**config.mk**
```make
export PLATFORM = sky130hd
export DESIGN_NAME = preg_free_list_flat
export DESIGN_NICKNAME = d
export VERILOG_FILES = /design/src/rtl/preg_free_list_pkg.sv /design/src/rtl/preg_free_list_if.sv /design/src/rtl/prio_encoder_lsb.sv /design/src/rtl/preg_free_list.sv /design/src/flat_wrapper.sv
export SDC_FILE = /design/constraint.sdc
export NUM_CORES = 1
export LEC_CHECK = 0
export CORE_MARGIN = 5
export CORE_UTILIZATION = 37
export DETAILED_ROUTE_END_ITERATION = 8
export GPL_TIMING_DRIVEN = 1
export PLACE_DENSITY = 0.79
export SETUP_SLACK_MARGIN = 0.4
export SYNTH_ARGS = -nofsm -noshare
export SYNTH_HDL_FRONTEND = slang
export SYNTH_SLANG_ARGS = --single-unit
```
**constraint.sdc**
```tcl
create_clock -name clk -period 2.2 [get_ports clk]
set_input_delay 0.22 -clock clk [delete_from_list [all_inputs] [get_ports clk]]
set_output_delay 0.22 -clock clk [all_outputs]
set_load 0.1 [all_outputs]
```
**src/rtl/preg_free_list_pkg.sv**
```systemverilog
// ============================================================================
// Module      : preg_free_list_pkg
// Description : Shared widths and index type for the physical register free list.
// Revision    : 1.0
// ============================================================================
`default_nettype none

package preg_free_list_pkg;

    localparam int c_preg_nslots = 4;

    // A one-slot list still needs a one-bit index port.
    function automatic int idx_width(input int n);
        return (n <= 1) ? 1 : $clog2(n);
    endfunction

    function automatic int cnt_width(input int n);
        return $clog2(n + 1);
    endfunction

    localparam int c_preg_iw = idx_width(c_preg_nslots);

    // Shared with the register file address ports and the rename table.
    typedef logic [c_preg_iw-1:0] preg_index_t;

endpackage

`default_nettype wire

```
**src/rtl/preg_free_list_if.sv**
```systemverilog
// ============================================================================
// Module      : preg_free_list_if
// Description : Alloc / free / restore bundle between rename logic and free list.
// Revision    : 1.0
// ============================================================================
`default_nettype none

interface preg_free_list_if
    import preg_free_list_pkg::*;
#(
    parameter int NSLOTS = 4
);
    localparam int c_iw = idx_width(NSLOTS);
    localparam int c_cw = cnt_width(NSLOTS);

    logic              alloc_call;
    logic              alloc_rdy;
    logic [c_iw-1:0]   alloc_index;
    logic              free_call;
    logic [c_iw-1:0]   free_index;
    logic              restore_call;
    logic [NSLOTS-1:0] restore_mask;
    logic [NSLOTS-1:0] free_mask;
    logic [c_cw-1:0]   free_count;

    modport master (
        output alloc_call, free_call, free_index, restore_call, restore_mask,
        input  alloc_rdy, alloc_index, free_mask, free_count
    );

    modport slave (
        input  alloc_call, free_call, free_index, restore_call, restore_mask,
        output alloc_rdy, alloc_index, free_mask, free_count
    );

endinterface

`default_nettype wire

```
**src/rtl/prio_encoder_lsb.sv**
```systemverilog
// ============================================================================
// Module      : prio_encoder_lsb
// Description : Lowest-set-bit finder; reports whether any bit is set and its index.
// Revision    : 1.0
// ============================================================================
`default_nettype none

module prio_encoder_lsb #(
    parameter int WIDTH = 4,
    parameter int IW    = 2
) (
    input  wire logic [WIDTH-1:0] i_req,
    output logic                  o_any,
    output logic [IW-1:0]         o_index
);

    // Scanning downward lets the lowest set bit win the last assignment.
    always_comb begin
        o_any   = |i_req;
        o_index = '0;
        for (int i = WIDTH - 1; i >= 0; i--) begin
            if (i_req[i]) begin
                o_index = IW'(i);
            end
        end
    end

endmodule

`default_nettype wire

```
**src/rtl/preg_free_list.sv**
```systemverilog
// ============================================================================
// Module      : preg_free_list
// Description : Physical register free list with same-cycle free bypass and restore.
// Revision    : 1.0
// ============================================================================
`default_nettype none

module preg_free_list
    import preg_free_list_pkg::*;
#(
    parameter int NSLOTS       = 4,
    parameter int NUM_RESERVED = 0,
    parameter int FREE_BYPASS  = 1
) (
    input  wire logic         clk,
    input  wire logic         reset,
    preg_free_list_if.slave   fl
);

    localparam int c_iw = idx_width(NSLOTS);
    localparam int c_cw = cnt_width(NSLOTS);

    // Architectural mappings occupy the low slots out of reset.
    localparam logic [NSLOTS-1:0] c_reset_mask  = ~((NSLOTS'(1) << NUM_RESERVED) - NSLOTS'(1));
    localparam logic [c_cw-1:0]   c_reset_count = c_cw'(NSLOTS - NUM_RESERVED);

    logic [NSLOTS-1:0] r_mask;
    logic [c_cw-1:0]   r_count;

    logic [NSLOTS-1:0] w_fr;
    logic [NSLOTS-1:0] w_al;
    logic [NSLOTS-1:0] w_eff;
    logic              w_any;
    logic [c_iw-1:0]   w_idx;
    logic              w_inc;
    logic              w_dec;
    logic [c_cw-1:0]   w_restore_cnt;

    // Out-of-range free indices never match a slot, so they drop out here.
    always_comb begin
        w_fr = '0;
        for (int i = 0; i < NSLOTS; i++) begin
            w_fr[i] = fl.free_call && (fl.free_index == c_iw'(i));
        end
    end

    assign w_eff = r_mask | ((FREE_BYPASS != 0) ? w_fr : '0);

    prio_encoder_lsb #(
        .WIDTH (NSLOTS),
        .IW    (c_iw)
    ) u_prio (
        .i_req   (w_eff),
        .o_any   (w_any),
        .o_index (w_idx)
    );

    always_comb begin
        w_al = '0;
        for (int i = 0; i < NSLOTS; i++) begin
            w_al[i] = fl.alloc_call && w_any && (w_idx == c_iw'(i));
        end
    end

    // A bypassed free consumed by the same-cycle grant nets to zero.
    assign w_inc = |(w_fr & ~r_mask);
    assign w_dec = |w_al;

    always_comb begin
        w_restore_cnt = '0;
        for (int i = 0; i < NSLOTS; i++) begin
            w_restore_cnt = w_restore_cnt + c_cw'(fl.restore_mask[i]);
        end
    end

    always_ff @(posedge clk) begin
        if (reset) begin
            r_mask  <= c_reset_mask;
            r_count <= c_reset_count;
        end else if (fl.restore_call) begin
            r_mask  <= fl.restore_mask;
            r_count <= w_restore_cnt;
        end else begin
            r_mask  <= (r_mask | w_fr) & ~w_al;
            r_count <= r_count + c_cw'(w_inc) - c_cw'(w_dec);
        end
    end

    assign fl.alloc_rdy   = w_any;
    assign fl.alloc_index = w_idx;
    assign fl.free_mask   = r_mask;
    assign fl.free_count  = r_count;

endmodule

`default_nettype wire

```
**src/flat_wrapper.sv**
```systemverilog
// flat-port wrapper written by rule: the top's interface ports become plain ports
module preg_free_list_flat import preg_free_list_pkg::*;
#(
    parameter int NSLOTS       = 4,
    parameter int NUM_RESERVED = 0,
    parameter int FREE_BYPASS  = 1
)
  (clk, reset, fl_alloc_call, fl_free_call, fl_free_index, fl_restore_call, fl_restore_mask, fl_alloc_rdy, fl_alloc_index, fl_free_mask, fl_free_count);
  preg_free_list_if #(.NSLOTS(NSLOTS)) fl_i ();
  input  wire logic clk;
  input  wire logic reset;
  input wire logic [$bits(fl_i.alloc_call)-1:0] fl_alloc_call;
  input wire logic [$bits(fl_i.free_call)-1:0] fl_free_call;
  input wire logic [$bits(fl_i.free_index)-1:0] fl_free_index;
  input wire logic [$bits(fl_i.restore_call)-1:0] fl_restore_call;
  input wire logic [$bits(fl_i.restore_mask)-1:0] fl_restore_mask;
  output wire logic [$bits(fl_i.alloc_rdy)-1:0] fl_alloc_rdy;
  output wire logic [$bits(fl_i.alloc_index)-1:0] fl_alloc_index;
  output wire logic [$bits(fl_i.free_mask)-1:0] fl_free_mask;
  output wire logic [$bits(fl_i.free_count)-1:0] fl_free_count;
  assign fl_i.alloc_call = fl_alloc_call;
  assign fl_i.free_call = fl_free_call;
  assign fl_i.free_index = fl_free_index;
  assign fl_i.restore_call = fl_restore_call;
  assign fl_i.restore_mask = fl_restore_mask;
  assign fl_alloc_rdy = fl_i.alloc_rdy;
  assign fl_alloc_index = fl_i.alloc_index;
  assign fl_free_mask = fl_i.free_mask;
  assign fl_free_count = fl_i.free_count;
  preg_free_list #(.NSLOTS(NSLOTS), .NUM_RESERVED(NUM_RESERVED), .FREE_BYPASS(FREE_BYPASS)) u_core (.clk(clk), .reset(reset), .fl(fl_i));
endmodule
```
; After elaboration in Yosys (flattened, before gate mapping)
; Cells that the tools add are included.
[totals]
out_inout_bits = 10
wordCells = 38
regBits = 7
input_bits = 11
[op_classes]
n_addsub = 5
n_bitwise = 5
n_reduce_logical = 14
eq_ne = 6
n_mux = 6
[ops]
columns = operator, count
row1 = $reduce_or 4->1, 3
row2 = $add 3x1->3, 3
row3 = $logic_and 1x1->1, 9
row4 = $and 4x4->4, 2
row5 = $eq 2x2->1 const B, 4
row6 = $mux 2, 4
row7 = $not 4->4, 2
row8 = $eq 2x1->1 const B, 2
row9 = $logic_not 2->1, 2
row10 = $mux 4, 1
row11 = $or 4x4->4, 1
row12 = $mux 3, 1
row13 = $sub 3x1->3, 1
row14 = $add 1x1->2, 1

; Depth between registers and ports, before layout
; Gate-level depths: netlist of the first run.
[depth]
depth_word = 12
depth_mapped = 12
depth_no_buf = 11

; Cells and area by module
; A second synthesis of the first run with hierarchy kept.
[unflattened]
hier_cells = 61
area_unflattened_um2 = 530.5
[modules_own_cells]
columns = mod, seq_area_each_um2, area_per_inst_um2, instances, cells_per_inst
row1 = preg_free_list, 140.1, 495.5, 1, 54
row2 = prio_encoder_lsb, 0.0, 35.0, 1, 7

; Worst setup path before layout of the first run
; No wires, ideal clock.
[synth_timing]
path_kind = register to register
from = register u_core.r_mask[2] (netlist: u_core.fl.free_mask[2])
to = register u_core.r_mask[3] (netlist: u_core.fl.free_mask[3])
required_ns = 2.078
arrival_time_ns = 3.655
path_stages_with_launch = 5
path_slack_ns = -1.578
setup_time_ns = 0.122
cell_sequence = dfxtp_1 -> nor3_1 -> a2111oi_2 -> nand2_1 -> o32a_1
[synth_via]
elab_chain_cells = 9
elab_cells_between_ends = 11
classes_between = eq/ne (1) / mux (4) / bitwise (3) / reduce/logical (3)
[synth_rtl]
columns = element, line
row1 = start: declaration, preg_free_list.sv:27  ; logic [NSLOTS-1:0] r_mask;
row2 = start signal: assignment, preg_free_list.sv:78  ; r_mask <= c_reset_mask;
row3 = start signal: assignment, preg_free_list.sv:81  ; r_mask <= fl.restore_mask;
row4 = start signal: assignment, preg_free_list.sv:84  ; r_mask <= (r_mask | w_fr) & ~w_al;
row5 = $or 4x4->4, preg_free_list.sv:47  ; assign w_eff = r_mask | ((FREE_BYPASS != 0) ? w_fr : '0);
row6 = $mux 2 (3 in a row), prio_encoder_lsb.sv:22  ; if (i_req[i]) begin
row7 = named net fl_alloc_index[1], flat_wrapper.sv:18  ; output wire logic [$bits(fl_i.alloc_index)-1:0] fl_alloc_index;
row8 = $eq 2x2->1, preg_free_list.sv:61  ; w_al[i] = fl.alloc_call && w_any && (w_idx == c_iw'(i));
row9 = $logic_and 1x1->1, preg_free_list.sv:61
row10 = $not 4->4, preg_free_list.sv:84
row11 = $and 4x4->4, preg_free_list.sv:84
row12 = $mux 4, preg_free_list.sv:80  ; end else if (fl.restore_call) begin
; The timed path passes the listed nets, and every way through them passes these cells.
; A chain may end at the register's enable or synchronous reset.

; Final worst setup path of the first run
[layout_timing]
from = register u_core.r_mask[3] (netlist: u_core.fl.free_mask[3])
to = register u_core.r_count[2] (netlist: u_core.fl.free_count[2])
[layout_via]
elab_chain_cells = 10
elab_cells_between_ends = 22
classes_between = add/sub (2) / eq/ne (3) / mux (5) / bitwise (3) / reduce/logical (9)
[layout_rtl]
columns = element, line
row1 = $or 4x4->4, preg_free_list.sv:47
row2 = $mux 2 (4 in a row), prio_encoder_lsb.sv:22
row3 = "$eq 2x1->1, or another cell as far along", preg_free_list.sv:61
row4 = $logic_and 1x1->1, preg_free_list.sv:61
row5 = $reduce_or 4->1, preg_free_list.sv:67  ; assign w_dec = |w_al;
row6 = $sub 3x1->3 (*), preg_free_list.sv:85  ; r_count <= r_count + c_cw'(w_inc) - c_cw'(w_dec);
row7 = $mux 3 (*), preg_free_list.sv:80
row8 = end signal: assignment, preg_free_list.sv:79  ; r_count <= c_reset_count;
row9 = end signal: assignment, preg_free_list.sv:82  ; r_count <= w_restore_cnt;
row10 = end signal: assignment, preg_free_list.sv:85
row11 = end: declaration, preg_free_list.sv:28  ; logic [c_cw-1:0] r_count;
; Every way passes the cells marked *; elsewhere a longest branch is shown, timed or not.

==> flow_summary_export.csv, run 1 <==
group,metric,value,unit
flow_run,maxCapViolCount,0,
route,ant_nets,0,
clock_tree,tritoncts,"done",
critical_path,endpoint_kind,"flop",
place,dpl.hpwl,1141,um
final_layout,nFillCells,100,
critical_path,slowest_stage,"dfxtp_4",
clock_tree,root_buffer,"clkbuf_4",
critical_path,crit_start,"u_core.fl.free_mask[3]$_SDFF_PP1_",
synthesis,netlist_instances,58,
synthesis,synth_area_per_cell,9.104,um2
pwr,combPwrFrac,54.9,%
synthesis,yosysSeqAreaShare,26.54,%
final_layout,final_nets,108,
pwr,intPower,0.0003302,W
route,first_iter_violations,6,
pwr,switching_share,45.02,%
place,place_congestion,0.7793,
grt,grt_antenna_before_repair,0,
timing,max_freq,470.5,MHz
synthesis,synth_area,528.0,um2
hold_path,hp-start,"fl_free_index[1]",
grt,grt.total_usage,14.80,%
grt,grt_pass1_vias,545,
synthesis,synth.distinct_cells,30,
floorplanning,die_w,47.78,um
synthesis,synth_fp_nets,75,
pwr,leakagePower,0.4267,nW
floorplanning,row_count,13,
final_layout,postLayoutCoreUtil,72.84,%
timing,period_minus_slack,2.125,ns
floorplanning,coreArea,0.001318,mm2
status,status,"completed",
timing,final-setup-viol-count,0,
pwr,p_seq_share,26.5,%
timing,rsz0062_at_grt,"true",
critical_path,worstPathRequired,2.33,ns
final_layout,diodes,0,
floorplanning,fp.dieH,47.78,um
synthesis,synth_area_leaders,"dfxtp_1, ha_1, fa_1",
critical_path,cp_data_arrival_time,2.26,ns
floorplanning,initial_utilization,40.08,%
critical_path,crit_path_frequent_cell,"ha_4",
critical_path,reg2reg_from,"u_core.fl.free_mask[3]$_SDFF_PP1_",
final_layout,syn_to_final_growth,81.75,%
synthesis,synth-seq-cells,7,
critical_path,slowest_delay,0.35,ns
timing,finalCritPeriodShare,96.60,%
timing,slew_viol_final,0,
clock_tree,cts.htree.levels,1,
final_layout,drive_gt1_share,46.67,%
pwr,pwr_density_cell,625.8,mW/mm2
clock_tree,worstSkewPairLatency,0.24,ns
clock_tree,clk_pin_slew,0.05,ns
pwr,clock_power_share,18.6,%
place,place_area,895.9,um2
critical_path,critPathBufInv,1,
timing,hold_violations,0,
critical_path,worstSetupStartpointType,"flop",
synthesis,synth_top_cell_by_area,"dfxtp_1",
final_layout,final_cell_area,959.7,um2
timing,tightest_slew,0.3591,ns
critical_path,critical-path-top-delay-family,"adder cells",
route,vias,556,
route,firstDrtPassIters,4,
critical_path,crit_type,"reg2reg",
grt,grt_first_pass_wirelength,2325,um
clock_tree,cts_made_buffers,3,
hold_path,hp-class,"in2reg",
synthesis,synth.top_cell.area_share,26.54,%
pwr,power_switching,0.0002704,W
floorplanning,die_area,0.002282,mm2
timing,relSlewSlack,76.06,%
route,routed_wl,1425,um
clock_tree,cts_buffer_depth,2,
critical_path,critPathMaxFanout,2,
pwr,peakVddDrop,0.5771,mV
timing,finalClockSkew,0.004504,ns
floorplanning,num_io_pins,21,
critical_path,path_cells,"nor3_4 > nand2_4 > and2_4 > ha_4 > inv_2 > ha_4 > fa_2 > xnor2_2 > xnor2_1 > mux2i_1 > nand2b_1",
route,viasPerCell,5.295,
place,portBuffers,20,
route,drc,0,
grt,grt_remaining_overflow,0,
route,drt-wirelength-per-cell,13.57,um
clock_tree,cts_sinks,7,
grt,grt_max_degree,12,
synthesis,yosys_warnings,0,
## flip-flops by register name, indices dropped and copies added (netlist names)
name                  count
u_core.fl.free_mask       4
u_core.fl.free_count      3
## cell families after synthesis
logic type / share of synthesized area, %
buffers and inverters: 7.818
multiplexers: 9.953
flip-flops: 26.54
adder cells (fa/ha/maj): 17.06
AND/OR/NAND/NOR: 15.41
AO/OA/AOI/OAI: 19.91
XOR/XNOR: 3.318
## power by group through the flow
stage          logic (W)  registers (W)  clock network (W)
2_1_floorplan   0.000122       0.000272                  0
3_3_place_gp    0.000317       0.000163                  0
3_5_place_dp    0.000320       0.000163                  0
4_1_cts         0.000329       0.000159           0.000115
5_1_grt         0.000352       0.000161           0.000127
6_report        0.000330       0.000159           0.000112
## metal layers
layer	routed length, um	track usage (%)	up-vias
met5	0	0	-
met4	13	3.226	0
met3	70	5.639	2
met2	708	24.01	15
met1	632	18.64	265
li1	-	-	274
## cells in the final DEF (no fill, tap or decap), drive strengths merged, types with 2 or more instances in the layout
cell type	count
buf	20
clkdlybuf4s50	7
dfxtp	7
nor2	6
inv	6
nand2	4
clkbuf	4
ha	4
mux2i	3
a31oi	3
dlygate4sd2	2
a311oi	2
xnor2	2
fa	2
## Yosys cell counts, drive strengths merged
library cell  n
a2111oi       1
a211o         1
a211oi        1
a21oi         1
a221o         1
a311oi        2
a31oi         3
and2          1
buf           2
clkinv        1
dfxtp         7
fa            2
ha            4
inv           6
mux2i         3
mux4          1
nand2         4
nand2b        1
nor2          6
nor2b         1
nor3          1
nor3b         1
o21ai         1
o31ai         1
o32a          1
or2           1
or3           1
xnor2         2
## cell type report
type / count / area, um2 / share of cell area [%]
Clock buffer: 4 / 26.28 / 2.738
Sequential cell: 7 / 155.1 / 16.17
Inverter: 7 / 26.28 / 2.738
Tap cell: 15 / 18.77 / 1.956
Timing Repair Buffer: 30 / 291.5 / 30.38
Multi-Input combinational cell: 42 / 441.7 / 46.02
## worst paths after layout
kind,cells past startpoint,slack (ns),end
hold reg to reg,2,0.63,u_core.fl.free_mask[0]$_SDFF_PP1_
setup reg to reg,11,0.07,u_core.fl.free_count[2]$_SDFF_PP1_
setup / recovery,11,0.07,u_core.fl.free_count[2]$_SDFF_PP1_
hold / removal,5,0.55,u_core.fl.free_mask[0]$_SDFF_PP1_
## stage by stage
| step | hold WS [ns] | TNS [ns] | total power [W] | worst slack (ns) | cells |
|---|---|---|---|---|---|
| after floorplan | 0.2867 | -1.025 | 0.0003936 | -0.3796 | 58 |
| after global placement | 0.6075 | -0.4581 | 0.0004797 | -0.2759 | 99 |
| after detailed placement | 0.6198 | -0.5112 | 0.0004836 | -0.3055 | 99 |
| after CTS | 0.6225 | 0 | 0.0006031 | 0.05148 | 105 |
| after global routing | 0.5816 | -0.04548 | 0.0006407 | -0.04548 | 105 |
| final | 0.5508 | 0 | 0.0006006 | 0.07476 | 105 |
## worst reg2reg max path: cells and delay by family, from the launching register on
kind                       cells  cell delay (ns)
xor gates and xnor gates       2             0.27
buffers and inverters          1             0.03
muxes                          1             0.12
and+or+nand+nor                4             0.49
DFF                            1             0.35
adders and majority gates      3             0.74
## repair_timing
action                     CTS  global route
setup buffers                2             0
gates resized for setup      4             4
pin swaps                    5             2
hold buffers                 0             0
hold endpoints to repair     0             0
cloned                       0             0
setup endpoints to repair    3             4
(Power assumes the default switching activity.)
==> run 2, diff against run 1 <==
- CORE_MARGIN: 5 -> 2
- SLEW_MARGIN: not set -> 20
==> flow_summary_export.csv, run 2 (synthesis gave the netlist of run 1 again) <==
group,metric,value,unit
timing,hold_violations,0,
hold_path,hp-class,"in2reg",
route,ant_nets,0,
timing,relSlewSlack,76.30,%
route,viasPerCell,5.295,
floorplanning,die_area,0.001745,mm2
critical_path,cp.depth,11,
clock_tree,cts_sinks,7,
route,routed_wl,1581,um
critical_path,worstPathRequired,2.34,ns
critical_path,critPathBufInv,1,
critical_path,path_cells,"nor3_4 > nand2_4 > and2_4 > ha_4 > inv_2 > ha_4 > fa_2 > xnor2_2 > xnor2_1 > mux2i_1 > nand2b_1",
critical_path,critical-path-top-delay-family,"adder cells",
final_layout,diodes,0,
timing,slew_viol_final,0,
final_layout,final_cell_area,962.2,um2
clock_tree,cts_made_buffers,3,
critical_path,endpoint_kind,"flop",
grt,grt_pass1_vias,587,
grt,grt_antenna_before_repair,0,
final_layout,nFillCells,92,
timing,whs,0.5624,ns
timing,fin_ws,0.05042,ns
timing,rsz0062_at_grt,"true",
floorplanning,initial_utilization,40.08,%
final_layout,largest_reg_flops,4,
critical_path,r2r-end,"u_core.fl.free_count[2]$_SDFF_PP1_",
critical_path,critPathMaxFanout,2,
final_layout,final_nets,108,
pwr,combPwrFrac,54.4,%
floorplanning,die_w,41.78,um
place,place_area,895.9,um2
final_layout,layout_common_cells,"buf_4, clkdlybuf4s50_1, inv_1, nor2_1, dfxtp_4",
place,portBuffers,20,
route,firstDrtPassIters,4,
timing,final-setup-viol-count,0,
critical_path,slowest_delay,0.35,ns
critical_path,crit_type,"reg2reg",
place,dp_slack,-0.3823,ns
timing,setup_tns,0,ns
critical_path,cp_data_arrival_time,2.29,ns
critical_path,ff2ff_setup_slack,0.05,ns
final_layout,drive_gt1_share,47.78,%
floorplanning,num_io_pins,21,
route,drc,0,
grt,grt_first_pass_wirelength,2601,um
timing,max_freq,465.2,MHz
clock_tree,root_buffer,"clkbuf_4",
final_layout,syn_to_final_growth,82.23,%
timing,tightest_slew,0.3554,ns
pwr,leakagePower,0.4272,nW
critical_path,reg2reg_from,"u_core.fl.free_mask[2]$_SDFF_PP1_",
critical_path,slowest_stage,"dfxtp_4",
final_layout,final_common_cell,"buf_4",
critical_path,crit_path_frequent_cell,"ha_4",
pwr,power_switching,0.0002791,W
grt,grt.total_usage,20.09,%
pwr,intPower,0.0003299,W
route,vias,556,
timing,period_minus_slack,2.150,ns
critical_path,crit_end,"u_core.fl.free_count[2]$_SDFF_PP1_",
grt,grt_max_degree,12,
grt,grt_remaining_overflow,0,
flow_run,maxCapViolCount,0,
route,drt-wirelength-per-cell,15.06,um
hold_path,worst_hold_path.num_cells,5,
pwr,pwr_density_cell,633.0,mW/mm2
status,status,"completed",
timing,finalCritPeriodShare,97.71,%
place,dpl.hpwl,1278,um
floorplanning,coreArea,0.001318,mm2
pwr,clock_power_share,19.4,%
clock_tree,cts_buffer_depth,2,
clock_tree,cts.htree.levels,1,
pwr,peakVddDrop,0.4018,mV
pwr,switching_share,45.83,%
critical_path,worstSetupStartpointType,"flop",
pwr,p_seq_share,26.2,%
clock_tree,worstSkewPairLatency,0.25,ns
critical_path,crit_start,"u_core.fl.free_mask[2]$_SDFF_PP1_",
route,first_iter_violations,8,
floorplanning,row_count,13,
timing,finalClockSkew,0.001813,ns
clock_tree,clk_pin_slew,0.05,ns
floorplanning,fp.dieH,41.78,um
critical_path,r2r_cells,11,
place,place_congestion,0.7558,
clock_tree,tritoncts,"done",
[run 2: worst min path at each step]
stage	startpoint	to
after floorplan	reset	u_core.fl.free_count[0]$_SDFF_PP0_
after global placement	u_core.fl.free_mask[0]$_SDFF_PP1_	u_core.fl.free_mask[0]$_SDFF_PP1_
after detailed placement	u_core.fl.free_mask[0]$_SDFF_PP1_	u_core.fl.free_mask[0]$_SDFF_PP1_
after CTS	fl_restore_mask[1]	u_core.fl.free_mask[1]$_SDFF_PP1_
after global routing	fl_free_index[1]	u_core.fl.free_mask[2]$_SDFF_PP1_
final	fl_free_index[1]	u_core.fl.free_mask[2]$_SDFF_PP1_
[run 2: metal layers]
layer / global-route usage, % / wire, um
met3: 8.261 / 73
met2: 34.06 / 840
met5: 0 / 0
met4: 5.161 / 5
met1: 23.20 / 661
[run 2: cell type report]
type	count	area, um2	share of cell area, %
multi-input cells	42	444.2	46.16
repair buffers	30	291.5	30.30
flip-flops and latches	7	155.1	16.12
clock buffers	4	26.28	2.731
inverters	7	26.28	2.731
well taps	15	18.77	1.951
[run 2: power groups by stage]
| stage | Clock (W) | Sequential [W] | Combinational, W |
|---|---|---|---|
| floorplan | 0 | 0.000272 | 0.000122 |
| global placement | 0 | 0.000163 | 0.000313 |
| detailed placement | 0 | 0.000163 | 0.000320 |
| CTS | 0.000122 | 0.000159 | 0.000329 |
| global route | 0.000136 | 0.000161 | 0.000353 |
| finish | 0.000118 | 0.000160 | 0.000331 |
[run 2: timing repair]
action,4_1_cts,5_1_grt
hold buffers,0,0
resized for setup,4,6
setup buffers,2,0
pin swaps,5,3
setup endpoints to repair,3,3
[run 2: stage by stage]
step	utilization [%]	total power, W	instances
floorplan	-	0.0003936	58
global placement	68.00	0.0004764	99
detailed placement	68.00	0.0004838	99
CTS	71.51	0.0006101	105
global route	73.03	0.0006501	105
finish	73.03	0.0006090	105
[run 2: tightest hold or removal path, delay by kind of cell]
kind,cells,cell delay [ns]
AO/OA/AOI/OAI,2,0.21
AND/OR/NAND/NOR,1,0.08
buffers and inverters,2,0.27
==> run 3, diff against run 2 <==
- ABC_AREA: not set -> 0
==> results of run 3 <==
Final layout, timing and power as in run 2 (identical DEF).
